File: src/rtl/powerup_spawner.sv
// Power-up spawner: picks spawn time/place/type, detects ball pickup, drives the eaten pulse + mode.
// Latency: spawn exactly RESPAWN_SEC*(PRESCALER+1) cycles after WAIT entry; eaten registered, one cycle after the overlapping edge.
// No backpressure: eaten is a fire-and-forget one-cycle strobe; optional blink warning under `ifdef POWERUP_BLINK_EN.
module powerup_spawner #(
   parameter int unsigned PRESCALER    = 64999999,
   parameter int unsigned RESPAWN_SEC  = 3,
   parameter int unsigned LIFETIME_SEC = 8,
   parameter int unsigned PU_SIZE      = 16,
   parameter int unsigned BALL_SIZE    = 8,
   parameter int unsigned X_MIN        = 64,
   parameter int unsigned Y_MIN        = 48,
   parameter logic [15:0] LFSR_SEED    = 16'hACE1
) (
   input  logic       clk,
   input  logic       reset,
   input  logic       game_active,
   input  logic [9:0] ball_x,
   input  logic [9:0] ball_y,
   output logic       pu_visible,
   output logic [9:0] pu_x,
   output logic [9:0] pu_y,
   output logic       eaten,
   output logic [1:0] mode,
   output logic       warning
);

   // ------------------------------------------------------------------
   // Constants
   // ------------------------------------------------------------------
   localparam int unsigned CNT_W = (PRESCALER == 0) ? 1 : $clog2(PRESCALER + 1);

   localparam logic [CNT_W-1:0] PRESC_C = CNT_W'(PRESCALER);

   // Second counts of zero would never time out; they behave as one second.
   localparam logic [7:0] RESP_RAW = 8'(RESPAWN_SEC);
   localparam logic [7:0] LIFE_RAW = 8'(LIFETIME_SEC);
   localparam logic [7:0] RESP_C   = (RESP_RAW == 8'd0) ? 8'd1 : RESP_RAW;
   localparam logic [7:0] LIFE_C   = (LIFE_RAW == 8'd0) ? 8'd1 : LIFE_RAW;

   localparam logic [9:0]  X_MIN_C   = 10'(X_MIN);
   localparam logic [9:0]  Y_MIN_C   = 10'(Y_MIN);
   localparam logic [10:0] PU_SZ_C   = 11'(PU_SIZE);
   localparam logic [10:0] BALL_SZ_C = 11'(BALL_SIZE);

   localparam logic [1:0] ST_IDLE   = 2'd0;
   localparam logic [1:0] ST_WAIT   = 2'd1;
   localparam logic [1:0] ST_ACTIVE = 2'd2;

   // ------------------------------------------------------------------
   // State
   // ------------------------------------------------------------------
   logic [1:0]       state_q,    state_d;
   logic [CNT_W-1:0] sec_cnt_q,  sec_cnt_d;
   logic [7:0]       sec_left_q, sec_left_d;
   logic [15:0]      lfsr_q,     lfsr_d;
   logic [9:0]       pu_x_q,     pu_x_d;
   logic [9:0]       pu_y_q,     pu_y_d;
   logic [1:0]       mode_q,     mode_d;
   logic             pu_vis_q,   pu_vis_d;
   logic             eaten_q,    eaten_d;

   // ------------------------------------------------------------------
   // Derived strobes
   // ------------------------------------------------------------------
   logic        tick;
   logic        timeout;
   logic        lfsr_fb;
   logic        hit;
   logic [10:0] bx_w, by_w, px_w, py_w;

   // Fibonacci taps 16,14,13,11 on a left-shifting register; seed is non-zero so zero is unreachable.
   assign lfsr_fb = lfsr_q[15] ^ lfsr_q[13] ^ lfsr_q[12] ^ lfsr_q[10];

   assign tick    = (sec_cnt_q == PRESC_C);
   assign timeout = tick && (sec_left_q == 8'd1);

   // Widen to 11 bits so the right/bottom edges never wrap at the top of the 10-bit range.
   assign bx_w = {1'b0, ball_x};
   assign by_w = {1'b0, ball_y};
   assign px_w = {1'b0, pu_x_q};
   assign py_w = {1'b0, pu_y_q};

   // Axis-aligned square overlap; independent of blink phase.
   assign hit = (bx_w < px_w + PU_SZ_C) && (bx_w + BALL_SZ_C > px_w) &&
                (by_w < py_w + PU_SZ_C) && (by_w + BALL_SZ_C > py_w);

   // Next-state: free-running second timer, then FSM transitions which reload the timer on entry.
   always_comb begin
      state_d    = state_q;
      sec_cnt_d  = sec_cnt_q;
      sec_left_d = sec_left_q;
      pu_x_d     = pu_x_q;
      pu_y_d     = pu_y_q;
      mode_d     = mode_q;
      pu_vis_d   = pu_vis_q;
      eaten_d    = 1'b0;
      lfsr_d     = {lfsr_q[14:0], lfsr_fb};

      if (tick) begin
         sec_cnt_d = '0;
         if (sec_left_q != 8'd0) begin
            sec_left_d = sec_left_q - 8'd1;
         end
      end else begin
         sec_cnt_d = sec_cnt_q + CNT_W'(1);
      end

      if (!game_active) begin
         // Rally over: drop everything, no pickup credit even if the ball overlaps.
         state_d    = ST_IDLE;
         pu_vis_d   = 1'b0;
         sec_cnt_d  = '0;
         sec_left_d = 8'd0;
      end else begin
         case (state_q)
            ST_IDLE: begin
               state_d    = ST_WAIT;
               sec_cnt_d  = '0;
               sec_left_d = RESP_C;
            end
            ST_WAIT: begin
               if (timeout) begin
                  state_d    = ST_ACTIVE;
                  pu_x_d     = X_MIN_C + {1'b0, lfsr_q[15:7]};
                  pu_y_d     = Y_MIN_C + {2'b00, lfsr_q[7:0]};
                  mode_d     = lfsr_q[3:2];
                  pu_vis_d   = 1'b1;
                  sec_cnt_d  = '0;
                  sec_left_d = LIFE_C;
               end
            end
            ST_ACTIVE: begin
               // Pickup outranks expiry on the same edge.
               if (hit) begin
                  state_d    = ST_WAIT;
                  eaten_d    = 1'b1;
                  pu_vis_d   = 1'b0;
                  sec_cnt_d  = '0;
                  sec_left_d = RESP_C;
               end else if (timeout) begin
                  state_d    = ST_WAIT;
                  pu_vis_d   = 1'b0;
                  sec_cnt_d  = '0;
                  sec_left_d = RESP_C;
               end
            end
            default: begin
               state_d    = ST_IDLE;
               pu_vis_d   = 1'b0;
               sec_cnt_d  = '0;
               sec_left_d = 8'd0;
            end
         endcase
      end
   end

   // State registers with synchronous active-high reset.
   always_ff @(posedge clk) begin
      if (reset) begin
         state_q    <= ST_IDLE;
         sec_cnt_q  <= '0;
         sec_left_q <= 8'd0;
         lfsr_q     <= LFSR_SEED;
         pu_x_q     <= X_MIN_C;
         pu_y_q     <= Y_MIN_C;
         mode_q     <= 2'd0;
         pu_vis_q   <= 1'b0;
         eaten_q    <= 1'b0;
      end else begin
         state_q    <= state_d;
         sec_cnt_q  <= sec_cnt_d;
         sec_left_q <= sec_left_d;
         lfsr_q     <= lfsr_d;
         pu_x_q     <= pu_x_d;
         pu_y_q     <= pu_y_d;
         mode_q     <= mode_d;
         pu_vis_q   <= pu_vis_d;
         eaten_q    <= eaten_d;
      end
   end

   assign pu_x  = pu_x_q;
   assign pu_y  = pu_y_q;
   assign mode  = mode_q;
   assign eaten = eaten_q;

`ifdef POWERUP_BLINK_EN
   localparam logic [CNT_W-1:0] HALF_C = CNT_W'(PRESCALER / 2);

   // Final two seconds: flash at 1 Hz, lit for the first half of each second.
   assign warning    = (state_q == ST_ACTIVE) && (sec_left_q <= 8'd2);
   assign pu_visible = pu_vis_q && (!warning || (sec_cnt_q <= HALF_C));
`else
   assign warning    = 1'b0;
   assign pu_visible = pu_vis_q;
`endif

endmodule

File: config.mk
export PLATFORM = sky130hd
export DESIGN_NAME = powerup_spawner
export DESIGN_NICKNAME = d
export VERILOG_FILES = /design/src/rtl/powerup_spawner.sv
export SDC_FILE = /design/constraint.sdc
export NUM_CORES = 1
export LEC_CHECK = 0
export CELL_PAD_IN_SITES_DETAIL_PLACEMENT = 1
export CELL_PAD_IN_SITES_GLOBAL_PLACEMENT = 1
export CORE_MARGIN = 3
export CORE_UTILIZATION = 39
export DETAILED_ROUTE_END_ITERATION = 10
export GPL_TIMING_DRIVEN = 0
export PLACE_DENSITY_LB_ADDON = 0.1
export SLEW_MARGIN = 20
export SYNTH_ARGS = -nofsm -noshare
export SYNTH_HDL_FRONTEND = slang
export SYNTH_SLANG_ARGS = --single-unit
File: constraint.sdc
create_clock -name clk -period 2.7 [get_ports clk]
set_input_delay 0.405 -clock clk [delete_from_list [all_inputs] [get_ports clk]]
set_output_delay 0.405 -clock clk [all_outputs]
set_load 0.02 [all_outputs]
==> results.txt, run 1 <==
The buffer depth of the longest clock path came out at 2. Max-cap violations in this run came to 0. The total die area is between 10000 and 15000 sq um.

The TritonCTS sink count is between 70 and 80. The final reports fail on setup timing. The number of setup violations in the final report came out at 31. At the later pin of the worst-skew pair, clock insertion delay measures ~0.35 ns. The top-level port count is 48.

The sum of overflow across all layers after global routing came out at 0. The maximum vdd ir drop is between 300 and 400 uV. The number of flops mapped to enable cells by yosys came out at 0. The most instantiated flip-flop cell in the synthesis netlist is sky130_fd_sc_hd__dfxtp_1.

The total core area is around 11000 sq um. The kind of start point of the critical path is a flip-flop. Relative to the synthesized area, the layout overhead comes to 28.58%.

STA classifies the critical path endpoint as a flip-flop. The detailed router used layers up to and including met4. For this block, the via count after detailed routing is 3744. The data arrival time of the critical path came out at 3.19 ns.

The net count of the finished layout is 650. The worst pin sits at a relative slew slack of 0.6351. The leakage power figure is approximately 2 nW.

The most common library cell in the layout ignoring fill and taps is sky130_fd_sc_hd__dfxtp_1. For the final database, setup skew stands at between 0.01 and 0.015 ns. The number of I/O port buffers came out at 44. After synthesis, the cell types taking the most area are sky130_fd_sc_hd__dfxtp_1 34%, sky130_fd_sc_hd__ha_1 14%, sky130_fd_sc_hd__xnor2_1 6.1%, sky130_fd_sc_hd__nor2_1 5.4%, sky130_fd_sc_hd__nand2_1 5.1%. The count of routing violations after the opening detailed-route iteration came out at 98. The cell area after technology mapping is 4303 sq um. The cell area power density came out at roughly 410 nW/um^2. The site row count came out at 37. Summed over all nets, wire length on met2 after detailed routing comes to approximately 5800 um.

The starting density of the core is 0.4095. For this run, asynchronously set or reset flops after synthesis account for 0. Wires add up to about 11000 um. The path category of the worst min-delay check is in -> reg. The post-placement setup slack came out at -1.239 ns.

The required time at the endpoint of the critical path came out at about 3 ns. The minimum setup slack in the final design is -0.2538 ns. The run finished, with violations left. The estimated wirelength of the detail-placed design is 8231 um. The first-pass GRT wire length came out at 18870 um.

The number of antenna violations at the first check in global routing is 0. The critical path starts at pu_x[5]. The actual slew at the worst max-slew pin came out at 0.5433 ns. In the final routing, the length of wire on met1 measures just under 5000 um. The routability congestion estimate from global placement came out at between 0.8 and 0.9. TritonCTS built the clock tree. The startpoint of the lowest-slack register-to-register path is pu_x[5]. After layout, the design draws a total of between 2 and 2.5 mW. The global router's overall resource usage is 0.1834.

The repair_antennas step left the layout with diodes totalling 0. The average size of a mapped cell is 8.487 sq um. The first TritonRoute pass finished after 4 iterations.

The number of pins with negative max-slew slack in the final report came to 0. The critical path is of the reg -> reg type. The share of Yosys cell area claimed by the top area cell type came out at 0.3396. The final number of hold-violating endpoints came out at 0. The register bit count reported by yosys came out at 73. The clock period minus worst slack came out at ~3.0 ns. The startpoint identified for the worst hold timing path is reset. Once detail routing completed, the nets flagged for antenna violations numbered 0. For this run, the top clock speed supported by timing is around 340 MHz.

The count of distinct cell types in the synthesized netlist came out at 59. The minimum hold slack came out at 0.4543 ns. The most area-hungry cell type in the Yosys netlist is sky130_fd_sc_hd__dfxtp_1. The TritonCTS buffer count came out at 9. The warning count from the yosys run came out at 0. Clock tree synthesis selected as its root buffer the cell sky130_fd_sc_hd__clkbuf_8. Setup repair after global routing could not meet its margin everywhere. The detailed-route DRC error count came out at 0. The share of the clock period used by the worst path after layout came out at 1.094. The clock-pin slew on the worst setup and hold paths came out at 0.08 ns.

The ratio of cells with drive above 1 in the final layout is 0.1986. The number of vias per cell after detailed routing came out at approximately 5.2. Entering global routing, the biggest net connects 14 pins. The library cells used most frequently in the layout, excluding fill and tap cells, are 66 x sky130_fd_sc_hd__dfxtp_1, 59 x sky130_fd_sc_hd__nand2_1, 43 x sky130_fd_sc_hd__ha_1. Counting every instance in the synthesized netlist gives approximately 500. The routed wire length per instance came out at 15.39 um. The die height came out at 111.0 um. The count of H-tree levels built during CTS came out at 3. The via count of the first global-routing pass came out at roughly 3900. Along the worst path, the maximum fanout reaches 5. The sequential fraction of the synthesis area is 0.3396. The total met3 wirelength after detailed routing came out at 300 um. The horizontal die dimension came out at 111.0 um.
## logic make-up (layout without fill, tap and decap cells)
kind of cell | Yosys count | in the layout | share of synthesized area
compound gates | 61 | 61 | 0.1032
xor+xnor | 52 | 52 | 0.1058
fa+ha+maj | 48 | 48 | 0.1396
buf+inv | 52 | 128 | 0.05234
flops | 73 | 73 | 0.3396
mux | 2 | 2 | 0.004653
other cells | 1 | 2 | 0.0008715
simple gates | 218 | 218 | 0.2539
## metal layers
metal | global-route usage | up-vias
li1 | - | 1870
met1 | 0.2214 | 1823
met2 | 0.3358 | 43
met3 | 0.03057 | 8
met4 | 0.04866 | 0
met5 | 0 | -
## flip-flops by register name, summed over array words and instances (netlist names)
name	flops
state_q	2
sec_left_q	8
sec_cnt_q	26
eaten	1
pu_x	10
pu_y	8
pu_visible	1
lfsr_q	16
mode	1
## cell usage after synthesis (4+ instances only)
cell,instances
sky130_fd_sc_hd__and2_1,5
sky130_fd_sc_hd__xor2_1,22
sky130_fd_sc_hd__clkbuf_1,8
sky130_fd_sc_hd__nand3_1,28
sky130_fd_sc_hd__a211o_1,6
sky130_fd_sc_hd__nor2b_1,10
sky130_fd_sc_hd__dfxtp_1,73
sky130_fd_sc_hd__nand2_1,59
sky130_fd_sc_hd__nand4_1,7
sky130_fd_sc_hd__inv_1,35
sky130_fd_sc_hd__ha_1,48
sky130_fd_sc_hd__nor3_1,7
sky130_fd_sc_hd__and3_1,10
sky130_fd_sc_hd__or2_2,7
sky130_fd_sc_hd__buf_4,5
sky130_fd_sc_hd__nor2_1,62
sky130_fd_sc_hd__o211ai_1,4
sky130_fd_sc_hd__a21oi_1,16
sky130_fd_sc_hd__xnor2_1,30
## worst max-delay path, cell delays in order, from the launching register on
cell and delay [ns]:
sky130_fd_sc_hd__dfxtp_4 0.37, sky130_fd_sc_hd__ha_4 0.16, sky130_fd_sc_hd__and3_4 0.19, sky130_fd_sc_hd__xnor2_4 0.15, sky130_fd_sc_hd__ha_4 0.23, sky130_fd_sc_hd__and3_4 0.20, sky130_fd_sc_hd__a221oi_4 0.30, sky130_fd_sc_hd__o221ai_4 0.17
sky130_fd_sc_hd__o41a_1 0.51, sky130_fd_sc_hd__o21ai_4 0.31, sky130_fd_sc_hd__buf_6 0.19, sky130_fd_sc_hd__nor2_2 0.04
## what timing repair did
item                       in CTS  in global routing
hold buffers                    0                  0
resized for setup              56                 28
buffers inserted               10                  4
cloned                          2                  0
setup endpoints to repair      38                 37
pin swaps                      34                 17
## where the power goes
part           internal (mW)  switching (mW)  leakage (nW)
Combinational          0.119           0.128          1.32
Sequential              1.09          0.0176         0.595
Clock                  0.520           0.417         0.111
Total                   1.73           0.563          2.03
## path summary, 6_finish.rpt
check                                     end  slack [ns]  cells after the start
worst min-delay path                lfsr_q[1]        0.45                      2
worst max-delay path            sec_cnt_q[21]       -0.25                     11
worst max register to register  sec_cnt_q[21]       -0.25                     11
worst min register to register     lfsr_q[10]        0.45                      1
## metrics by stage
step	cell area [sq um]	setup TNS [ns]	cells	utilization
after floorplan	4362	0	508	-
after global placement	4972	-35.70	688	0.4732
after detailed placement	4972	-38.03	688	0.4732
after CTS	5435	-4.185	716	0.5172
after global routing	5533	-9.648	720	0.5265
final	5533	-7.059	720	0.5265
## area by class of cell
| cell class | count | area [sq um] |
|---|---|---|
| multi-input combinational | 383 | 2872 |
| tap | 136 | 170.2 |
| sequential | 73 | 1483 |
| clock buffer | 9 | 123.9 |
| inverter | 35 | 131.4 |
| fill | 1239 | 4976 |
| timing repair buffer | 60 | 551.8 |
| clock inverter | 7 | 95.09 |
| buffer | 17 | 106.4 |
Note: power is estimated with default switching activity, not from simulation.
==> run 2, diff against run 1 <==
==> config.mk (replaced) <==
export PLATFORM = sky130hd
export DESIGN_NAME = powerup_spawner
export DESIGN_NICKNAME = d
export VERILOG_FILES = /design/src/rtl/powerup_spawner.sv
export SDC_FILE = /design/constraint.sdc
export NUM_CORES = 1
export LEC_CHECK = 0
export CORE_MARGIN = 3
export CORE_UTILIZATION = 40
export DETAILED_ROUTE_END_ITERATION = 10
export GPL_TIMING_DRIVEN = 0
export MAX_ROUTING_LAYER = met4
export SLEW_MARGIN = 20
export SYNTH_ARGS = -nofsm -noshare
export SYNTH_HDL_FRONTEND = slang
export SYNTH_SLANG_ARGS = --single-unit
==> run 2 against run 1 <==
  * The flow still finishes with violations (setup timing)
  * Combinational power is 4% lower
  * Final area is 0.79% lower
  * First-iteration DRC count grew 78%
  * Sequential cell count unchanged
  * Clock skew increased by 0.0018 ns
  * Utilization grew 0.28 points
  * Die area fell by 2.4%
  * Register-to-register slack improved by 0.11 ns
  * Hold slack lost 0.026 ns
  * Clock power fell by 11%
  * Wire length down 11%
==> results.txt, run 2 (synthesized netlist as in run 1, its figures left out) <==
The starting density of the core came out at 0.4149. Before antenna repair, the detailed router went through 4 iterations. The share of total power dissipated in the clock network is 0.381. The combinational share of power is 0.109. The number of I/O port buffers is 44.

The actual slew at the worst max-slew pin is 0.5471 ns. TritonCTS built the clock tree. The source of the worst hold timing path is reset.

The number of pins with negative max-slew slack in the final report was 0. In the finished design, the share of the clock period the worst path needs comes to 1.055. The flip-flop count of the largest register, all copies and words added came out at 26. In the final routed layout, each cell accounts on average for about 14 um. The tightest slew margin relative to the limit is 0.6353. Setup repair after global routing could not meet its margin everywhere. The clock tree synthesis step divided the H-tree into 3 levels. Summed over all cells, the static leakage comes to around 2.0 nW. The via count came out at between 3000 and 4000.

The later pin in the worst-skew pair is clocked with a latency of between 0.3 and 0.4 ns. The pin count of the biggest net entering global routing came out at 15. STA classifies the critical path endpoint as a flip-flop. After clock tree synthesis, the clock-pin slew on the worst setup and hold paths is 0.08 ns. The path class of the tightest hold or removal check is in -> reg. Of the total power, the share spent switching nets is 0.2632. More flip-flops sit in one register than any other, and that register is sec_cnt_q. The TritonCTS buffer count is 9. The first-pass GRT wire length is 16300 um. The number of maximum-capacitance constraint violations is 0. The number of diodes added for antenna fixing is 0. The number of setup violations in the final report is 32. The layout overhead on the synthesized area is 27.57%. After detailed routing, no signal wire sits above met4. The library cells used most frequently in the layout, excluding fill and tap cells, are 66 x sky130_fd_sc_hd__dfxtp_1, 59 x sky130_fd_sc_hd__nand2_1, 45 x sky130_fd_sc_hd__ha_1. Once layout is complete, the utilization of the core stands at 0.5293. The cell area power density is approximately 400 nW/um^2. The total core area came out at roughly 10000 sq um. The number of hold-repair buffers added at the cts stage came out at 0. The global router's overall resource usage came out at 0.1756. The worst setup path is of the reg -> reg kind.

The startpoint identified for the worst register-to-register timing path is pu_x[4]. The timing-limited maximum frequency came out at 351.1 MHz. The total die area came out at approximately 12000 sq um.

The minimum setup slack in the final design came out at -0.1483 ns. In this run, the number of DRC markers left after iteration 0 of detailed routing was about 170. The estimated wirelength of the detail-placed design is about 7400 um. Across the VDD grid, the largest voltage drop is between 200 and 250 uV. The die height is between 100 and 150 um. The final net count is around 650. The required time at the endpoint of the critical path is ~3.0 ns. After detailed routing, the number of remaining DRC violations is 0. The initialized floorplan defines 37 standard-cell rows. The clock period minus worst slack came out at 2.848 ns.

The routed wire length is just under 10000 um. Summed over all nets, wire length on met2 after detailed routing comes to about 4700 um. At the worst endpoint, the arrival time is approximately 3.1 ns.

The TritonCTS sink count is 73. The sum of routed wire segments on met1 came out at 4569 um. The setup clock skew after layout came out at roughly 0.013 ns. The floorplan step set the die width to about 110 um. The via count of the first global-routing pass came out at approximately 3500. The run finished, with violations left.

Leaving out fill and tap cells, the most frequent cell in the layout is sky130_fd_sc_hd__dfxtp_1. After detailed routing, the number of vias per cell comes to a little over 5. The top-level port count came out at 48.

The buffer depth of the longest clock path is 2. The number of nets with antenna violations after routing is 0. The sum of overflow across all layers after global routing is 0.

The net switching power of the design came out at approximately 0.57 mW. The final number of hold-violating endpoints came out at 0. The tree is rooted in a sky130_fd_sc_hd__clkbuf_8. The kind of start point of the critical path is a flip-flop. The ratio of cells with drive above 1 in the final layout came out at 0.1857. The minimum hold slack came out at 0.4282 ns. The sequential group share of total power is 0.510.

The most critical setup path has its startpoint at pu_x[4]. The routability congestion estimate from global placement came out at roughly 0.88. The number of antenna violations at the first check in global routing was 0.

Cell internal power was estimated by the tool at around 1.6 mW. Summed over all nets, wire length on met3 after detailed routing comes to 445 um. The final reports fail on setup timing. The maximum fanout count along the critical path is 6.
run 2: through the flow:
stage / cell area, sq um / worst slack [ns] / cells / setup TNS (ns) / total power, mW
2_1_floorplan: 4362 / 0.01253 / 508 / 0 / 1.274
3_3_place_gp: 4972 / -1.148 / 688 / -41.43 / 1.348
3_5_place_dp: 4972 / -1.243 / 688 / -44.86 / 1.355
4_1_cts: 5344 / -0.09948 / 716 / -2.063 / 2.199
5_1_grt: 5489 / -0.2360 / 723 / -6.763 / 2.287
6_report: 5489 / -0.1483 / 723 / -3.510 / 2.178
run 2: cell type report:
| type | count | area (sq um) |
|---|---|---|
| fill | 1007 | 4881 |
| buffer | 17 | 110.1 |
| tap | 136 | 170.2 |
| clock buffer | 10 | 148.9 |
| inverter | 35 | 131.4 |
| sequential | 73 | 1478 |
| clock inverter | 6 | 46.29 |
| timing repair buffer | 63 | 589.3 |
| multi-input combinational | 383 | 2815 |
run 2: path summary, 6_finish.rpt:
check	endpoint	slack (ns)	cells after the start
setup / recovery	sec_cnt_q[19]	-0.15	12
hold / removal	lfsr_q[2]	0.43	2
setup reg to reg	sec_cnt_q[19]	-0.15	12
hold reg to reg	pu_x[2]	0.46	2
run 2: what timing repair did:
item / in CTS / in global routing
buffers inserted: 10 / 7
gates resized for setup: 44 / 30
pin swaps: 17 / 24
cloned: 2 / 0
setup endpoints to repair: 38 / 37
run 2: critical path, stage by stage, from the launching register on:
cell and delay, ns:
sky130_fd_sc_hd__dfxtp_4 0.38, sky130_fd_sc_hd__ha_4 0.16, sky130_fd_sc_hd__and3_4 0.15, sky130_fd_sc_hd__xnor2_2 0.12
sky130_fd_sc_hd__ha_1 0.30, sky130_fd_sc_hd__and3_4 0.19, sky130_fd_sc_hd__a221oi_2 0.26, sky130_fd_sc_hd__o221ai_2 0.16
sky130_fd_sc_hd__o41a_1 0.50, sky130_fd_sc_hd__o21ai_4 0.20, sky130_fd_sc_hd__buf_6 0.15, sky130_fd_sc_hd__buf_6 0.12
sky130_fd_sc_hd__nor2_1 0.05
run 2: power groups by stage:
| stage | clock [mW] | sequential [mW] | combinational [mW] |
|---|---|---|---|
| after floorplan | 0 | 1.13 | 0.142 |
| after global placement | 0 | 1.14 | 0.212 |
| after detailed placement | 0 | 1.14 | 0.219 |
| after CTS | 0.855 | 1.11 | 0.232 |
| after global routing | 0.909 | 1.11 | 0.264 |
| final | 0.830 | 1.11 | 0.237 |
run 2: metal layers:
metal  up-vias  track usage
li1       1880            -
met5         -            -
met4         0      0.06055
met2        70       0.2864
met3        17      0.03993
met1      1687       0.2139
